**src/rtl/bram_port_arbiter.sv**
```systemverilog
// Two-requester arbiter (CPU MEM stage / program loader) for BRAM port B.
// Build option: BRAM_ARB_LDR_READ_EN enables loader reads (default: write-only loader).
module bram_port_arbiter #(
    parameter int unsigned ADDR_W    = 11,
    parameter int unsigned DATA_W    = 32,
    parameter int unsigned MAX_BURST = 8
) (
    input  logic              clk,
    input  logic              rst,
    input  logic              cpu_req,
    input  logic              cpu_we,
    input  logic [ADDR_W-1:0] cpu_addr,
    input  logic [DATA_W-1:0] cpu_wdata,
    output logic              cpu_stall,
    output logic [DATA_W-1:0] cpu_rdata,
    output logic              cpu_rvalid,
    input  logic              ldr_req,
    input  logic              ldr_we,
    input  logic [ADDR_W-1:0] ldr_addr,
    input  logic [DATA_W-1:0] ldr_wdata,
    output logic              ldr_gnt,
    output logic [DATA_W-1:0] ldr_rdata,
    output logic              ldr_rvalid,
    output logic              bram_en,
    output logic [3:0]        bram_we,
    output logic [ADDR_W-1:0] bram_addr,
    output logic [DATA_W-1:0] bram_wdata,
    input  logic [DATA_W-1:0] bram_rdata,
    output logic [15:0]       stall_cnt
);

    typedef enum logic [1:0] {
        OWN_NONE = 2'd0,
        OWN_CPU  = 2'd1,
        OWN_LDR  = 2'd2
    } owner_e;

    localparam logic [7:0] MAX_B = 8'(MAX_BURST);

    owner_e      owner_q, owner_d;
    owner_e      tag_q, tag_d;
    logic [7:0]  beat_q, beat_d;
    logic [15:0] stall_q, stall_d;

    logic ldr_req_eff;
    logic gnt_cpu;
    logic gnt_ldr;

`ifdef BRAM_ARB_LDR_READ_EN
    assign ldr_req_eff = ldr_req;
    assign ldr_rdata   = bram_rdata;
`else
    // Loader reads are invisible to arbitration in the write-only build.
    assign ldr_req_eff = ldr_req & ldr_we;
    assign ldr_rdata   = '0;
`endif

    // Grants are suppressed while reset is held so outputs reflect the reset state.
    always_comb begin
        gnt_cpu = 1'b0;
        gnt_ldr = 1'b0;
        if (!rst) begin
            if (owner_q == OWN_LDR && ldr_req_eff && beat_q < MAX_B) begin
                gnt_ldr = 1'b1;
            end else if (cpu_req) begin
                gnt_cpu = 1'b1;
            end else if (ldr_req_eff) begin
                gnt_ldr = 1'b1;
            end
        end
    end

    always_comb begin
        bram_en    = 1'b0;
        bram_we    = 4'h0;
        bram_addr  = '0;
        bram_wdata = '0;
        if (gnt_cpu) begin
            bram_en    = 1'b1;
            bram_we    = {4{cpu_we}};
            bram_addr  = cpu_addr;
            bram_wdata = cpu_wdata;
        end else if (gnt_ldr) begin
            bram_en    = 1'b1;
            bram_we    = {4{ldr_we}};
            bram_addr  = ldr_addr;
            bram_wdata = ldr_wdata;
        end
    end

    always_comb begin
        owner_d = OWN_NONE;
        tag_d   = OWN_NONE;
        beat_d  = 8'd0;
        stall_d = stall_q;
        if (gnt_cpu) begin
            owner_d = OWN_CPU;
            if (!cpu_we) tag_d = OWN_CPU;
        end else if (gnt_ldr) begin
            owner_d = OWN_LDR;
            if (!ldr_we) tag_d = OWN_LDR;
            beat_d = (owner_q == OWN_LDR) ? beat_q + 8'd1 : 8'd1;
        end
        if (cpu_stall && stall_q != 16'hFFFF) begin
            stall_d = stall_q + 16'd1;
        end
    end

    always_ff @(posedge clk) begin
        if (rst) begin
            owner_q <= OWN_NONE;
            tag_q   <= OWN_NONE;
            beat_q  <= 8'd0;
            stall_q <= 16'd0;
        end else begin
            owner_q <= owner_d;
            tag_q   <= tag_d;
            beat_q  <= beat_d;
            stall_q <= stall_d;
        end
    end

    assign cpu_stall = cpu_req & ~gnt_cpu;
    assign ldr_gnt   = gnt_ldr;
    assign stall_cnt = stall_q;
    assign cpu_rdata = bram_rdata;

    // A read in flight when reset arrives must not report valid data.
    assign cpu_rvalid = (tag_q == OWN_CPU) & ~rst;
`ifdef BRAM_ARB_LDR_READ_EN
    assign ldr_rvalid = (tag_q == OWN_LDR) & ~rst;
`else
    assign ldr_rvalid = 1'b0;
`endif

endmodule

```
**config.mk**
```make
export PLATFORM = sky130hd
export DESIGN_NAME = bram_port_arbiter
export DESIGN_NICKNAME = d
export VERILOG_FILES = /design/src/rtl/bram_port_arbiter.sv
export SDC_FILE = /design/constraint.sdc
export NUM_CORES = 1
export LEC_CHECK = 0
export CORE_AREA = 2 2 101 103
export DETAILED_ROUTE_END_ITERATION = 10
export DIE_AREA = 0 0 103 105
export GPL_TIMING_DRIVEN = 1
export MAX_ROUTING_LAYER = met4
export PLACE_DENSITY = 0.85
export SYNTH_ARGS = -nofsm -noshare
export SYNTH_HDL_FRONTEND = slang
export SYNTH_SLANG_ARGS = --single-unit
```
**constraint.sdc**
```tcl
create_clock -name clk -period 1.9 [get_ports clk]
set_input_delay 0.285 -clock clk [delete_from_list [all_inputs] [get_ports clk]]
set_output_delay 0.285 -clock clk [all_outputs]
set_load 0.02 [all_outputs]
```
==> results of run 1 <==
==> synthesized netlist by cell type <==
cell      count
or3_1         2
conb_1        1
o41ai_1       1
or4_1        12
nor2_1        2
a22o_1       43
nor4b_4       1
nor4_1        2
nor3_1        1
o21ai_0       4
dfxtp_1      28
mux2_2        1
nor2b_1       3
buf_2         7
a211oi_1      1
nand3_1      11
xnor2_1       5
nor3b_1       1
clkbuf_1     10
and3_1       12
a32oi_2       1
or3b_2        1
o21a_1        1
o211a_1       1
buf_4        68
nand2_1       6
a211oi_2      1
and4_1        2
o31ai_1      12
buf_6         1
nand4_1       8
inv_1         3
xor2_1        1
a21boi_1      1
buf_1         1
ha_1          2
a21oi_1      16
==> metrics by stage <==
stage	TNS [ps]	hold WS, ps
floorplan	0	356.6
global placement	-34570	474.9
CTS	-15860	454.9
detailed placement	-34940	491.1
finish	-14420	449.8
global route	-19110	474.4
==> registers in the layout, indices dropped and copies added (netlist names) <==
name and flops:
tag_q 2, stall_cnt 16, owner_q 2, beat_q 8
==> area by class of cell <==
| class | instances | area (sq um) | area share |
|---|---|---|---|
| Tap cell | 133 | 166.4 | 0.03937 |
| Sequential cell | 28 | 569.3 | 0.1347 |
| Multi-Input combinational cell | 189 | 1454 | 0.3440 |
| Clock inverter | 1 | 30.03 | 0.007105 |
| Clock buffer | 3 | 41.29 | 0.009769 |
| Inverter | 3 | 11.26 | 0.002664 |
| Timing Repair Buffer | 188 | 1954 | 0.4624 |
==> kinds of logic after synthesis <==
kind of cell,synth area share
buf+inv,0.2642
fa+ha+maj,0.01085
xor+xnor,0.02279
simple gates,0.1763
other cells,0.001626
mux,0.004883
flops,0.2431
compound gates,0.2762
==> path summary, 6_finish.rpt <==
path              cells past startpoint                   endpoint                  start
hold / removal                        3      owner_q[1]$_SDFF_PP0_                    rst
setup reg to reg                      6  stall_cnt[8]$_SDFFE_PP0P_  owner_q[0]$_SDFF_PP0_
setup / recovery                      7              bram_wdata[8]  owner_q[0]$_SDFF_PP0_
hold reg to reg                       1       beat_q[0]$_SDFF_PP0_   beat_q[0]$_SDFF_PP0_
==> critical path: stages, from the launching register on <==
cell and delay (ps):
dfxtp_2 350, nor4b_4 300, nand2_2 130, a211oi_4 260, buf_6 160, buf_16 150
a22o_1 190, buf_6 130
==> metal layers <==
layer | track usage | wire (um) | share of wire | up-vias
met4 | 0.02068 | 82 | 0.0093 | 0
met5 | - | 0 | 0 | -
li1 | - | - | - | 1206
met1 | 0.1777 | 3372 | 0.38 | 1230
met2 | 0.2848 | 4865 | 0.55 | 137
met3 | 0.02341 | 485 | 0.055 | 8
==> what timing repair did <==
item / CTS / global route
resized for setup: 317 / 28
setup endpoints to repair: 65 / 64
hold buffers: 0 / 0
cloned: 3 / 0
pin swaps: 16 / 31
setup buffers: 6 / 0
==> report_power, final <==
part	internal (mW)	leakage, nW	total [mW]	switching, mW
logic	0.361	1.47	0.658	0.298
clock network	0.282	0.0357	0.466	0.184
registers	0.594	0.230	0.600	0.00584
total	1.24	1.74	1.72	0.487
==> metrics.cfg, run 1 <==
[cts]
numClockSinks = 28
cts_root_buf = clkbuf_8
clkTransAtPathRegs_ps = 100
ctsHtreeMaxLevel = 1
cts_max_path_buffers = 2
numCtsBuffers = 3
clk-insertion-delay-late_ps = 280
tritoncts = done

[final_layout]
layout_common_cells = clkdlybuf4s50_1 (103), buf_6 (48), a22o_1 (39)
fillers = 910
instances_no_fill = 545
nets = 539
areaGrowthSynthToFinish_pct = 83.29
layout_commonest_cell = clkdlybuf4s50_1
utilization = 0.4385
drive_above_1_share = 0.3131
final_area_sq_um = 4227
diodes = 0

[route]
drc_errors = 0
drt_wl_total_mm = 8.806
dr.first_iter.drc_count = 117
vias = 2581
dr.pass1.iters = 4
wire_per_inst_um = 16.16
avgViaCountPerCell = 4.736
postRouteAntennaNets = 0

[floorplan]
row_count = 36
ios = 256
die_y_um = 105
core_sq_um = 9639
initial_core_util = 0.2392
fp.dieArea_sq_um = 10820
die_w_um = 103

[power_and_ir_drop]
leakagePower_nw = 1.738
powerDensity_nw_per_um2 = 407.7
ir_worst_vdd_v = 0.0002498
power_mw = 1.723

[worst_setup_path]
critical_path.startpoint_type = register
cp.arrival_ps = 1960
endpoint_kind = output port
critPathMaxFanout = 18
r2r_setup_slack_ps = 70
setup.worst_path.class = reg2out
cp.required_ps = 1620

[yosys]
ys_warn_count = 0
synth_area_leader_cell = dfxtp_1
postSynthCellCount = 274
ys_ff_latch = 28
synth.area.top_cells = dfxtp_1 (24%), buf_4 (22%), a22o_1 (16%), o31ai_1 (3.9%), or4_1 (3.9%)
yosysUniqueCellTypes = 37
syn_area_sq_um = 2306
postSynthAreaPerCell_sq_um = 8.416
synth_top_area_frac = 0.2431
yosysSeqAreaShare = 0.2431

[global_route]
groute.usage.overall = 0.1545
grt_max_degree = 36
grt_antenna_before_repair = 0
grt_pass1_vias = 2544
grt_overflow = 0
grt_pass1_wl_mm = 12.99

[sta]
grt_setup_unrepaired = true
layout_setup_ws_ps = -343.0
hold_violations = 0
period_share = 1.181
slew_violations = 0
final-setup-viol-count = 48
min_period_ps = 2243
fin_skew_ps = 15.15
fmax_mhz = 445.8

[hold_path]
hold_class = in2reg

[placed_design]
placed_cells = 534
detailed_place.area_sq_um = 3849
dpl.hpwl_mm = 6.697
globalplace.congestion = 0.9013
io_buffers = 158
dp_slack_ps = -626.9

[run]
maxCapViolations = 0

[run_status]
status = complete, but fails checks
violations = setup timing

Note: power is estimated with default switching activity, not from simulation.
==> run 2, diff against run 1 <==
==> config.mk (replaced) <==
export PLATFORM = sky130hd
export DESIGN_NAME = bram_port_arbiter
export DESIGN_NICKNAME = d
export VERILOG_FILES = /design/src/rtl/bram_port_arbiter.sv
export SDC_FILE = /design/constraint.sdc
export NUM_CORES = 1
export LEC_CHECK = 0
export CORE_MARGIN = 4
export CORE_UTILIZATION = 26
export DETAILED_ROUTE_END_ITERATION = 10
export GPL_TIMING_DRIVEN = 1
export MAX_ROUTING_LAYER = met4
export PLACE_DENSITY = 0.9
export SYNTH_ARGS = -nofsm -noshare
export SYNTH_HDL_FRONTEND = slang
export SYNTH_SLANG_ARGS = --single-unit
==> run 2 against run 1 <==
  * Count of clock-buffer cells in the layout stayed put
  * Critical path depth stayed put
  * Via count increased by 0.15%
  * Setup slack improved by 36 ps
  * First-iteration DRC count fell by 54%
  * Sequential power hardly changed
  * Flip-flop and latch count unchanged
  * Register-to-register slack about the same
  * The run still ends with setup timing left
==> metrics.cfg, run 2 (synthesis results as in run 1) <==
[final_layout]
layout_commonest_cell = clkdlybuf4s50_1  ; unchanged
largest_reg_flops = 16  ; unchanged
final_area_sq_um = 4174  ; was 4227 sq um
drive_above_1_share = 0.3036  ; was 0.3131
nets = 542  ; was 539
areaGrowthSynthToFinish_pct = 81.01  ; was 83.29%
layout_common_cells = clkdlybuf4s50_1 (106), buf_6 (49), a22o_1 (36)  ; was clkdlybuf4s50_1 (103), buf_6 (48), a22o_1 (39)
fillers = 814  ; was 910

[power_and_ir_drop]
combPwrFrac = 0.382  ; about the same
powerDensity_nw_per_um2 = 413.8  ; was 407.7 nW/um^2
p_int_mw = 1.233  ; was 1.236 mW
pwr-share-clk = 0.272  ; was 0.270
p_switching_uw = 493.8  ; was 487.1 uW
leakagePower_nw = 1.735  ; was 1.738 nW
ir_worst_vdd_v = 0.0002694  ; was 0.0002498 V
p_sw_frac = 0.2859  ; was 0.2826
seqPwrFrac = 0.347  ; was 0.348

[sta]
period_share = 1.161  ; was 1.181
tightest_slew_ps = 596.1
fmax_mhz = 453.1  ; was 445.8 MHz
max_slew_margin = 0.6000
grt_setup_unrepaired = true  ; unchanged
min_period_ps = 2207  ; was 2243 ps
final-setup-viol-count = 48  ; unchanged
layout_setup_ws_ps = -306.8  ; was -343.0 ps
slew_violations = 0  ; unchanged
fin_skew_ps = 12.46  ; was 15.15 ps
hold_violations = 0  ; unchanged

[run]
maxCapViolations = 0  ; unchanged

[global_route]
grt_antenna_before_repair = 1  ; was 0
grt_max_degree = 46  ; was 36
grt_pass1_vias = 2532  ; was 2544
groute.usage.overall = 0.1596  ; was 0.1545
grt_overflow = 0  ; unchanged
grt_pass1_wl_mm = 12.74  ; was 12.99 mm

[placed_design]
detailed_place.area_sq_um = 3812  ; was 3849 sq um
io_buffers = 158  ; unchanged
dpl.hpwl_mm = 6.809  ; was 6.697 mm
dp_slack_ps = -676.6  ; was -626.9 ps
globalplace.congestion = 0.8322  ; was 0.9013

[worst_setup_path]
endpoint_kind = output port  ; unchanged
slowest_delay_ps = 340  ; was 350 ps
critPathMaxFanout = 12  ; was 18
path_delay_family = compound AO/OA/AOI/OAI gates  ; unchanged
rr_startpoint = owner_q[0]$_SDFF_PP0_  ; unchanged
path_cells = nor4b_4 > nand2_2 > a211oi_4 > buf_6 > buf_12 > a22o_1 > buf_6  ; was nor4b_4 > nand2_2 > a211oi_4 > buf_6 > buf_16 > a22o_1 > buf_6
critical_path.startpoint_type = register  ; unchanged
crit_buf_inv = 3  ; unchanged
cp_slowest_cell = dfxtp_2  ; unchanged
reg2reg_depth = 6  ; unchanged
cp.required_ps = 1620  ; about the same
cp.arrival_ps = 1920  ; was 1960 ps
reg2reg_to = stall_cnt[11]$_SDFFE_PP0P_  ; was stall_cnt[8]$_SDFFE_PP0P_
crit_start = owner_q[0]$_SDFF_PP0_  ; unchanged
cpMostUsedCell = buf_6  ; unchanged
setup.worst_path.class = reg2out  ; unchanged
r2r_setup_slack_ps = 70  ; about the same

[route]
dr.pass1.iters = 4  ; unchanged
drt_wl_total_mm = 9.367  ; was 8.806 mm
avgViaCountPerCell = 4.933  ; was 4.736
drc_errors = 0  ; unchanged
wire_per_inst_um = 17.88  ; was 16.16 um
vias = 2585  ; was 2581
dr.first_iter.drc_count = 54  ; was 117
postRouteAntennaNets = 0  ; unchanged

[cts]
cts_max_path_buffers = 2  ; unchanged
ctsHtreeMaxLevel = 1  ; unchanged
tritoncts = done  ; unchanged
cts_hold_buffers = 0  ; unchanged
clk-insertion-delay-late_ps = 280  ; about the same
cts_root_buf = clkbuf_8  ; unchanged
numCtsBuffers = 3  ; unchanged
clkTransAtPathRegs_ps = 90  ; was 100 ps
numClockSinks = 28  ; unchanged

[hold_path]
hold_class = reg2reg  ; was in2reg
worstHoldEndpoint = beat_q[0]$_SDFF_PP0_  ; was owner_q[1]$_SDFF_PP0_
hold_start = beat_q[0]$_SDFF_PP0_  ; was rst
min_path_cells = 1  ; was 3

[floorplan]
die_y_um = 102.2  ; was 105 um
initial_core_util = 0.2657  ; was 0.2392
fp.dieArea_sq_um = 10440  ; was 10820 sq um
ios = 256  ; unchanged
row_count = 34  ; was 36
die_w_um = 102.2  ; was 103 um
core_sq_um = 8678  ; was 9639 sq um

[run_status]
status = complete, but fails checks  ; unchanged
violations = setup timing  ; unchanged

## run 2: changes by cell type in the layout (fill, tap and decap cells not counted), sizes merged
cell	change
clkdlybuf4s15	-1
clkbuf	+1
clkdlybuf4s50	+3
dlymetal6s2s	-1
dlygate4sd2	-3
buf	+4
diode	+1
## run 2: metrics by stage
stage          setup TNS, ps  utilization  cells  total power [mW]  hold slack (ps)
2_1_floorplan              0            -    307             1.016            356.6
3_3_place_gp          -34010       0.4393    510             1.209            477.9
3_5_place_dp          -36950       0.4393    510             1.216            485.4
4_1_cts               -17680       0.4707    521             1.735            504.6
5_1_grt               -18170       0.4810    524             1.799            524.8
6_report              -13050       0.4810    524             1.727            506.9
## run 2: area by class of cell
class | instances | area (sq um) | area share
Clock inverter | 1 | 30.03 | 0.007194
Clock buffer | 3 | 41.29 | 0.009892
Inverter | 3 | 11.26 | 0.002698
Tap cell | 108 | 135.1 | 0.03237
Antenna cell | 1 | 2.502 | 0.0005995
Multi-Input combinational cell | 189 | 1446 | 0.3465
Timing Repair Buffer | 191 | 1944 | 0.4658
Sequential cell | 28 | 563.0 | 0.1349
## run 2: how the worst max path moves through the flow
stage / to / slack (ps) / cells past startpoint
2_1_floorplan: bram_wdata[25] / 20 / 6
3_3_place_gp: bram_wdata[18] / -640 / 6
3_5_place_dp: bram_addr[9] / -680 / 6
4_1_cts: bram_wdata[19] / -420 / 8
5_1_grt: bram_wdata[27] / -410 / 7
6_report: bram_wdata[15] / -310 / 7
## run 2: power groups by stage
stage / sequential (mW) / combinational (mW) / clock, mW
3_5_place_dp: 0.612 / 0.604 / 0
3_3_place_gp: 0.612 / 0.597 / 0
5_1_grt: 0.600 / 0.693 / 0.506
4_1_cts: 0.599 / 0.648 / 0.488
6_report: 0.599 / 0.659 / 0.469
2_1_floorplan: 0.614 / 0.402 / 0
## run 2: repair_timing
action	4_1_cts	5_1_grt
hold endpoints to repair	0	0
endpoints found under the setup margin	66	66
gates cloned	3	2
buffers inserted	4	2
pin swaps	29	24
gates resized for setup	302	34
## run 2: metal layers
| metal | up-vias | routed length, um | track usage |
|---|---|---|---|
| met3 | 10 | 647 | 0.03823 |
| met2 | 124 | 5201 | 0.2889 |
| met5 | - | 0 | - |
| met4 | 0 | 76 | 0.01917 |
| li1 | 1212 | - | - |
| met1 | 1239 | 3441 | 0.1837 |
